[src/rtl/time_pkg.sv]
// Shared constants and types for the packed-BCD time word and its display.
package time_pkg;

   localparam int NUM_DIGITS = 6;
   localparam int TIME_BITS  = 24;

   localparam int SEC_ONES_LSB = 0;
   localparam int SEC_TENS_LSB = 4;
   localparam int MIN_ONES_LSB = 8;
   localparam int MIN_TENS_LSB = 12;
   localparam int HR_ONES_LSB  = 16;
   localparam int HR_TENS_LSB  = 20;

   localparam logic [6:0] SEG_BLANK = 7'h7F;
   localparam logic [6:0] SEG_DASH  = 7'b0111111;
   localparam logic [5:0] AN_OFF    = 6'h3F;

   typedef enum logic {IDLE, SCAN} scan_state_e;

   // Unreachable slot indices fall back to the first digit.
   function automatic logic [3:0] digit_nibble(
      input logic [TIME_BITS-1:0] w,
      input logic [2:0]           idx
   );
      logic [3:0] n;
      n = w[SEC_ONES_LSB +: 4];
      case (idx)
         3'd1:    n = w[SEC_TENS_LSB +: 4];
         3'd2:    n = w[MIN_ONES_LSB +: 4];
         3'd3:    n = w[MIN_TENS_LSB +: 4];
         3'd4:    n = w[HR_ONES_LSB +: 4];
         3'd5:    n = w[HR_TENS_LSB +: 4];
         default: n = w[SEC_ONES_LSB +: 4];
      endcase
      return n;
   endfunction

endpackage

[src/rtl/bcd_to_seg7.sv]
// BCD digit to active-low {g,f,e,d,c,b,a} segment pattern.
module bcd_to_seg7
   import time_pkg::*;
(
   input  logic [3:0] bcd,
   output logic [6:0] seg
);

   always_comb begin
      seg = SEG_DASH;
      case (bcd)
         4'd0:    seg = 7'b1000000;
         4'd1:    seg = 7'b1111001;
         4'd2:    seg = 7'b0100100;
         4'd3:    seg = 7'b0110000;
         4'd4:    seg = 7'b0011001;
         4'd5:    seg = 7'b0010010;
         4'd6:    seg = 7'b0000010;
         4'd7:    seg = 7'b1111000;
         4'd8:    seg = 7'b0000000;
         4'd9:    seg = 7'b0010000;
         default: seg = SEG_DASH;
      endcase
   end

endmodule

[src/rtl/time_display_scan.sv]
// Multiplexed 6-digit scan of the timer's BCD word with per-frame snapshot.
module time_display_scan
   import time_pkg::*;
#(
   parameter int DIGIT_CYCLES = 50000,
   parameter int BLANK_CYCLES = 500,
   parameter bit LZ_BLANK     = 1'b1
)(
   input  logic        clk,
   input  logic        reset,
   input  logic        enable,
   input  logic [31:0] time_data,
   output logic [5:0]  an,
   output logic [6:0]  seg,
   output logic        dp,
   output logic        frame
);

   localparam int PW = $clog2(DIGIT_CYCLES);
   localparam logic [PW-1:0] PRESC_LAST = PW'(DIGIT_CYCLES - 1);
   localparam logic [PW-1:0] PRESC_LIT  = PW'(BLANK_CYCLES);
   localparam logic [2:0]    LAST_IDX   = 3'(NUM_DIGITS - 1);

   scan_state_e          state_q, state_d;
   logic [2:0]           idx_q, idx_d;
   logic [PW-1:0]        presc_q, presc_d;
   logic [TIME_BITS-1:0] snap_q, snap_d;
   logic [5:0]           an_d;
   logic [6:0]           seg_d, glyph;
   logic                 dp_d, frame_d;
   logic [3:0]           nibble;
   logic                 wrap, last, lz, lit;
   logic                 time_unused;

   assign time_unused = ^time_data[31:TIME_BITS];

   assign nibble = digit_nibble(snap_q, idx_q);
   assign wrap   = (presc_q == PRESC_LAST);
   assign last   = (idx_q >= LAST_IDX);
   assign lz     = LZ_BLANK && (idx_q == LAST_IDX) && (nibble == 4'd0);
   assign lit    = (presc_q >= PRESC_LIT) && !lz;

   bcd_to_seg7 u_dec (
      .bcd (nibble),
      .seg (glyph)
   );

   always_comb begin
      state_d = state_q;
      idx_d   = idx_q;
      presc_d = presc_q;
      snap_d  = snap_q;
      frame_d = 1'b0;
      an_d    = AN_OFF;
      seg_d   = SEG_BLANK;
      dp_d    = 1'b1;
      unique case (state_q)
         IDLE: begin
            if (enable) begin
               state_d = SCAN;
               snap_d  = time_data[TIME_BITS-1:0];
               idx_d   = '0;
               presc_d = '0;
               frame_d = 1'b1;
            end
         end
         SCAN: begin
            seg_d = glyph;
            if (lit) begin
               an_d = ~(6'b1 << idx_q);
               dp_d = !((idx_q == 3'd2) || (idx_q == 3'd4));
            end
            if (!enable) begin
               state_d = IDLE;
            end else if (wrap) begin
               presc_d = '0;
               if (last) begin
                  idx_d   = '0;
                  snap_d  = time_data[TIME_BITS-1:0];
                  frame_d = 1'b1;
               end else begin
                  idx_d = idx_q + 3'd1;
               end
            end else begin
               presc_d = presc_q + PW'(1);
            end
         end
      endcase
   end

   always_ff @(posedge clk or negedge reset) begin
      if (!reset) begin
         state_q <= IDLE;
         idx_q   <= '0;
         presc_q <= '0;
         snap_q  <= '0;
         an      <= AN_OFF;
         seg     <= SEG_BLANK;
         dp      <= 1'b1;
         frame   <= 1'b0;
      end else begin
         state_q <= state_d;
         idx_q   <= idx_d;
         presc_q <= presc_d;
         snap_q  <= snap_d;
         an      <= an_d;
         seg     <= seg_d;
         dp      <= dp_d;
         frame   <= frame_d;
      end
   end

endmodule
[config.mk]
export PLATFORM = sky130hd
export DESIGN_NAME = time_display_scan
export DESIGN_NICKNAME = d
export VERILOG_FILES = /design/src/rtl/time_pkg.sv /design/src/rtl/bcd_to_seg7.sv /design/src/rtl/time_display_scan.sv
export SDC_FILE = /design/constraint.sdc
export NUM_CORES = 1
export LEC_CHECK = 0
export ABC_AREA = 1
export BUFFER_PORTS_ARGS = -buffer_cell sky130_fd_sc_hd__buf_2
export CORE_AREA = 2 2 79 88
export CTS_CLUSTER_DIAMETER = 30
export DETAILED_ROUTE_END_ITERATION = 16
export DIE_AREA = 0 0 81 90
export PLACE_DENSITY = 0.81
export SETUP_SLACK_MARGIN = 0.02
export SYNTH_ARGS = -nofsm -noshare
export SYNTH_HDL_FRONTEND = slang
export SYNTH_SLANG_ARGS = --single-unit
[constraint.sdc]
create_clock -name clk -period 2.75 [get_ports clk]
set_input_delay 0.1375 -clock clk [delete_from_list [all_inputs] [get_ports clk]]
set_output_delay 0.1375 -clock clk [all_outputs]
set_load 0.005 [all_outputs]
==> implementation parameters, run 1 <==
Parameter                              Value

Clock tree
  Postcts setup bufs    0
  Maximum clock path buffer count    2
  Hold-fix buffer count after cts    0
  Number of H-tree levels    3
  Number of CTS-inserted buffers    9
  CTS sink count    59
  Skew-Pair Late Insertion Delay    0.35 ns
  Resized Gates After CTS    0
  Worst-path clk slew    0.07 ns
  TritonCTS clock tree    yes
  Root buffer selected by CTS    sky130_fd_sc_hd__clkbuf_8

Power and ir drop
  Peak ir drop on the vdd network    0.3629 mV
  Leakage power summed over all cells    1.810 nW
  Power per standard cell area    724.5 mW/mm^2
  Design Power    2.581 mW

Drt
  Via count    2,635
  DRC violation count after routing    0
  Remaining antenna violation count after routing    0
  Initial drt markers    197
  Routed length per instance    13.02 um
  Initial DRT Pass Iterations    4
  Via count normalized by instance count    5.167
  Wire length after detailed routing    6640 um

Setup path
  Arrival time at the worst endpoint    2.52 ns
  Highest cell delay on the worst timing path    0.41 ns
  Capturing instance or port of the critical path    seg[0]$_DFF_PN1_
  Cell Chain, Critical Path    inv_1 > ha_1 > clkinv_1 > nor2_1 > nand2_1 > nand2_1 > nor2_2 > ha_1 > nand3b_1 > nand3_1 > nand2_1
  Cell repeated most along the worst path    sky130_fd_sc_hd__nand2_1
  Endpoint of the most critical register-to-register path    seg[0]$_DFF_PN1_
  Crit path kind    reg2reg
  Type of destination of the critical path    flip-flop
  CP required    3.03 ns
  CP Launch Type    flip-flop
  Cell type group with the largest total delay on the critical path    simple AND/OR/NAND/NOR gates
  Number of cells on the critical path    11
  Max stage delay cell, worst path    sky130_fd_sc_hd__dfrtp_1
  Length in cells of the worst reg-to-reg path    11
  R2R setup slack    0.50 ns
  Critical R2R Launch    idx_q[1]$_DFFE_PN0P_
  Worst path buffer plus inverter count    2
  Worst setup path startpoint    idx_q[1]$_DFFE_PN0P_
  CP Max Fanout    8

Floorplanning
  Horizontal die dimension    81 um
  Die ar.    0.007290 mm^2
  Vertical die dimension    90 um
  Std cell rows    31
  Floorplan Core Area    0.006439 mm^2
  IO Count    50
  Starting Density    48.17%

Timing
  Worst slew margin relative to its limit    26.58%
  Min Clock Period, post-route    2.245 ns
  Least-Margin Pin Slew    1.101 ns
  Total of endpoints with negative setup slack in the final report    0
  RSZ-0062 raised after global routing    no
  Total Negative Setup Slacks    0 ns
  Slew Viols, Final    0
  Final worst clock skew    0.009563 ns
  Period utilization    81.65%
  Maximum clock frequency    0.4454 GHz
  Hold Worst Slack    -0.006285 ns
  Number of hold-slack violations in the final timing report    4

Global routing
  Antenna violations before repair    0
  Total overflow reported by the global router    0
  Vias in the first global route    2,658
  Pin count of the biggest net entering global routing    52
  Global routing usage summed across all routing layers    20.72%
  Global-route wire length before repair    11,620 um

Cells and area
  Layout area overhead    14.84%
  Final net count    470
  Antenna Diode Count    0
  Most used cells in the layout excluding fill and tap cells    sky130_fd_sc_hd__nand2_1, sky130_fd_sc_hd__nand3_1, sky130_fd_sc_hd__dfrtp_1
  Fraction of final layout cells with drive strength greater than 1    23.36%
  Final Cell Area    0.003562 mm^2
  Most common cell after layout, fill and taps aside    sky130_fd_sc_hd__nand2_1

Outcome
  Run status    complete, but fails checks
  Violated checks    negative hold slack

Placement
  Buffers added on ports    41
  Area after detailed placement    0.003368 mm^2
  Final HPWL DP    4632 um
  RePlAce Congestion    0.8305

Worst hold path
  Worst min path class    in2async

Synthesis
  Post-Synthesis Cells    379
  Mapped Nets    426
  Cell area after technology mapping    0.003102 mm^2
  Largest cells by area after synthesis    sky130_fd_sc_hd__dfrtp_1, sky130_fd_sc_hd__nand2_1, sky130_fd_sc_hd__dfstp_2
  Count of state elements after synthesis    59
  Warnings, synthesis    0
  Count of unique library cells instantiated by Yosys    33
  Post-Synthesis Mean Instance Area    8.184 um^2
  Top-area cell type share of the netlist area    36.30%
  Seq/Total Area, Yosys    48.16%
  Largest area contributor in the synthesized netlist    sky130_fd_sc_hd__dfrtp_1

Job
  Max Cap Viol    0
## registers in the layout, indices dropped and copies added (netlist names)
| signal | count |
|---|---|
| an | 6 |
| snap_q | 24 |
| seg | 7 |
| presc_q | 16 |
| state_q | 1 |
| idx_q | 3 |
| frame | 1 |
| dp | 1 |
## synth_stat cells (all sizes together)
library cell / instances
a21oi: 5
a31oi: 2
and3: 1
buf: 11
clkinv: 3
dfrtp: 45
dfstp: 14
ha: 12
inv: 33
nand2: 119
nand3: 63
nand3b: 2
nand4: 4
nor2: 44
nor3: 6
o21ai: 12
xnor2: 2
xor2: 1
## power by group
group          leakage [nW]  switching (mW)  internal, mW
sequential            0.733          0.0675          1.03
clock                0.0991           0.350         0.438
combinational         0.978           0.450         0.245
total                  1.81           0.867          1.71
## cells by family after synthesis
kind of cell | Yosys count | share of synthesized area [%]
buffers and inverters | 47 | 6.575
adders and majority gates | 12 | 4.841
xor gates and xnor gates | 3 | 0.8473
and+or+nand+nor | 239 | 35.50
AOI/OAI and AO/OA | 19 | 4.075
DFF | 59 | 48.16
## worst register-to-register path, stage by stage (launching register included)
cell                       delay (ns)
sky130_fd_sc_hd__dfrtp_1         0.41
sky130_fd_sc_hd__inv_1           0.11
sky130_fd_sc_hd__ha_1            0.37
sky130_fd_sc_hd__clkinv_1        0.15
sky130_fd_sc_hd__nor2_1          0.26
sky130_fd_sc_hd__nand2_1         0.11
sky130_fd_sc_hd__nand2_1         0.11
sky130_fd_sc_hd__nor2_2          0.07
sky130_fd_sc_hd__ha_1            0.24
sky130_fd_sc_hd__nand3b_1        0.18
sky130_fd_sc_hd__nand3_1         0.11
sky130_fd_sc_hd__nand2_1         0.06
## cell type report
type | instances | area (um^2)
Sequential cell | 59 | 1494
Fill cell | 605 | 2877
Clock inverter | 5 | 52.55
Multi-Input combinational cell | 273 | 1404
Clock buffer | 11 | 141.4
Inverter | 36 | 140.1
Timing Repair Buffer | 44 | 227.7
Tap cell | 82 | 102.6
## per-layer routing
layer / share of wire [%] / global-route usage (%) / vias up
li1: - / - / 1297
met1: 40 / 23.67 / 1257
met2: 53 / 35.33 / 68
met3: 5.2 / 4.116 / 13
met4: 2.0 / 11.58 / 0
met5: 0 / 0 / -
## worst min-delay path by stage
stage                             start                     end  slack (ns)  depth (start not counted)
final                             reset  snap_q[19]$_DFFE_PN0P_      -0.006                          1
after global routing       time_data[4]   snap_q[4]$_DFFE_PN0P_        0.02                          3
after CTS                 time_data[15]  snap_q[15]$_DFFE_PN0P_       0.005                          3
after detailed placement  time_data[20]  snap_q[20]$_DFFE_PN0P_        0.37                          3
after global placement     time_data[9]   snap_q[9]$_DFFE_PN0P_        0.36                          3
after floorplan                   reset         frame$_DFF_PN0_       -0.16                          0
## metrics by stage
step / setup WS, ns / instances / utilization [%] / hold WS [ns]
6_report: 0.5047 / 510 / 55.32 / -0.006285
5_1_grt: 0.2955 / 510 / 55.32 / 0.01826
4_1_cts: 0.5080 / 510 / 55.32 / 0.004520
3_5_place_dp: 0.6007 / 494 / 52.31 / 0.3655
3_3_place_gp: 0.6366 / 494 / 52.31 / 0.3592
2_1_floorplan: 0.8653 / 379 / - / -0.1581
(Power assumes the default switching activity.)
==> run 2, diff against run 1 <==
- PLACE_DENSITY: 0.81 -> 0.84
- clock period: 2.75 -> 1.8 ns (I/O delays scaled with it)
==> run 2 against run 1 <==
  * Largest cell class is now multi-input combinational cells
  * Wire length increased by 52%
  * The flow finishes with violations (negative setup slack)
  * Sequential power up 55%
  * Sequential share of layout area fell by 7.6 points
  * Hold slack improved by 0.046 ns
  * Cell area grew 22%
  * Clock power grew 41%
==> implementation parameters, run 2 (synthesis gave the netlist of run 1 again) <==
Parameter                              Value

Outcome
  Run status    complete, but fails checks
  Violated checks    negative setup slack

Job
  Max Cap Viol    0

Setup path
  CP Launch Type    flip-flop
  CP Max Fanout    7
  CP required    2.03 ns
  R2R setup slack    -0.26 ns
  Arrival time at the worst endpoint    2.29 ns
  Type of destination of the critical path    flip-flop
  Crit path kind    reg2reg

Floorplanning
  IO Count    50
  Std cell rows    31
  Horizontal die dimension    81 um
  Vertical die dimension    90 um
  Die ar.    0.007290 mm^2
  Floorplan Core Area    0.006439 mm^2
  Starting Density    48.17%

Cells and area
  Number of inserted filler cells in the final layout    465
  Most common cell after layout, fill and taps aside    sky130_fd_sc_hd__nand2_1
  Top register by number of flip-flops    snap_q
  Final net count    537
  Final Cell Area    0.004363 mm^2
  Most used cells in the layout excluding fill and tap cells    sky130_fd_sc_hd__nand2_1, sky130_fd_sc_hd__nand3_1, sky130_fd_sc_hd__dfrtp_1
  Final std cells w/o fill    577
  Layout area overhead    40.66%
  Top Registers    snap_q: 24 flops, presc_q: 16 flops, seg: 7 flops
  Antenna Diode Count    0
  Number of flip-flops in the largest register    24
  Fraction of final layout cells with drive strength greater than 1    34.14%
  Core utilization of the finished layout    67.76%

Clock tree
  Number of CTS-inserted buffers    9
  Worst-path clk slew    0.06 ns
  Root buffer selected by CTS    sky130_fd_sc_hd__clkbuf_8
  Number of H-tree levels    3
  CTS sink count    59
  Maximum clock path buffer count    2
  Skew-Pair Late Insertion Delay    0.37 ns
  TritonCTS clock tree    yes

Timing
  Slew Viols, Final    0
  RSZ-0062 raised after global routing    yes
  Least-Margin Pin Slew    0.6262 ns
  Total of endpoints with negative setup slack in the final report    41
  Worst slew margin relative to its limit    58.25%
  Worst setup slack after layout    -0.2592 ns
  Final worst clock skew    0.02581 ns
  Maximum clock frequency    0.4856 GHz
  Period utilization    114.4%
  Number of hold-slack violations in the final timing report    0
  Min Clock Period, post-route    2.059 ns

Drt
  Wire length after detailed routing    10,070 um
  Via count normalized by instance count    5.692
  Initial drt markers    374
  Via count    3,284
  Routed length per instance    17.45 um
  Remaining antenna violation count after routing    0
  Initial DRT Pass Iterations    5
  DRC violation count after routing    0

Power and ir drop
  Leakage power summed over all cells    2.137 nW
  Peak ir drop on the vdd network    0.5592 mV
  Power per standard cell area    1044 mW/mm^2

Global routing
  Total overflow reported by the global router    0
  Antenna violations before repair    0
  Vias in the first global route    3,273
  Global-route wire length before repair    15,370 um
  Pin count of the biggest net entering global routing    35
  Global routing usage summed across all routing layers    27.48%

Placement
  Cell total after placement    519
  Area after detailed placement    0.003631 mm^2
  Buffers added on ports    41
  RePlAce Congestion    0.8979
  Final HPWL DP    5174 um
  Dpl ws    -0.2298 ns

Worst hold path
  Worst min path class    in2reg
==> run 2: power by group <==
part	total, mW	switching [mW]	internal [mW]	leakage [nW]
Sequential	1.71	0.137	1.58	0.730
Clock	1.11	0.541	0.572	0.0905
Combinational	1.73	0.944	0.782	1.32
Total	4.55	1.62	2.93	2.14
==> run 2: area by class of cell <==
class | count | area [um^2] | share of cell area, %
clock buffer | 14 | 162.7 | 3.728
clock inverter | 2 | 10.01 | 0.2294
inverter | 36 | 143.9 | 3.298
multi-input combinational | 275 | 1592 | 36.48
sequential | 59 | 1496 | 34.30
tap | 82 | 102.6 | 2.352
timing repair buffer | 109 | 855.8 | 19.62
==> run 2: final timing paths <==
path	startpoint	end	depth (start not counted)
max	idx_q[1]$_DFFE_PN0P_	snap_q[1]$_DFFE_PN0P_	10
min	time_data[10]	snap_q[10]$_DFFE_PN0P_	3
max reg2reg	idx_q[1]$_DFFE_PN0P_	snap_q[1]$_DFFE_PN0P_	10
min reg2reg	snap_q[19]$_DFFE_PN0P_	snap_q[19]$_DFFE_PN0P_	2
min in group asynchronous	reset	frame$_DFF_PN0_	2
max in group asynchronous	reset	seg[0]$_DFF_PN1_	3
==> run 2: repair_timing <==
| item | CTS | global route |
|---|---|---|
| hold buffers | 23 | 0 |
| hold endpoints to repair | 40 | 0 |
| gates resized for setup | 31 | 9 |
| pin swaps | 12 | 5 |
| endpoints found under the setup margin | 40 | 56 |
| cloned | 2 | 0 |
| buffers inserted | 11 | 6 |
==> run 2: critical path, stage by stage, from the launching register on <==
cell and delay (ns):
sky130_fd_sc_hd__dfrtp_2 0.45, sky130_fd_sc_hd__inv_2 0.13, sky130_fd_sc_hd__ha_4 0.20, sky130_fd_sc_hd__clkinv_1 0.15, sky130_fd_sc_hd__a31oi_1 0.26, sky130_fd_sc_hd__nor2_2 0.08
sky130_fd_sc_hd__clkinv_2 0.10, sky130_fd_sc_hd__buf_4 0.15, sky130_fd_sc_hd__nand3_4 0.15, sky130_fd_sc_hd__nand2_1 0.16, sky130_fd_sc_hd__nand2_1 0.10
==> run 2: metal layers <==
metal	vias to the layer above	part of all wire [%]	track usage [%]
li1	1437	-	-
met1	1528	35	30.71
met2	248	50	46.01
met3	71	8.0	5.924
met4	0	7.2	17.94
met5	-	0	0
==> run 2: metrics by stage <==
step	total power [mW]	setup TNS (ns)	hold slack, ns
after floorplan	2.448	0	-0.2056
after global placement	2.931	-1.029	0.1203
after detailed placement	3.003	-3.983	0.1289
after CTS	4.349	-0.8449	0.004516
after global routing	4.748	-8.691	0.04451
final	4.553	-5.582	0.04019
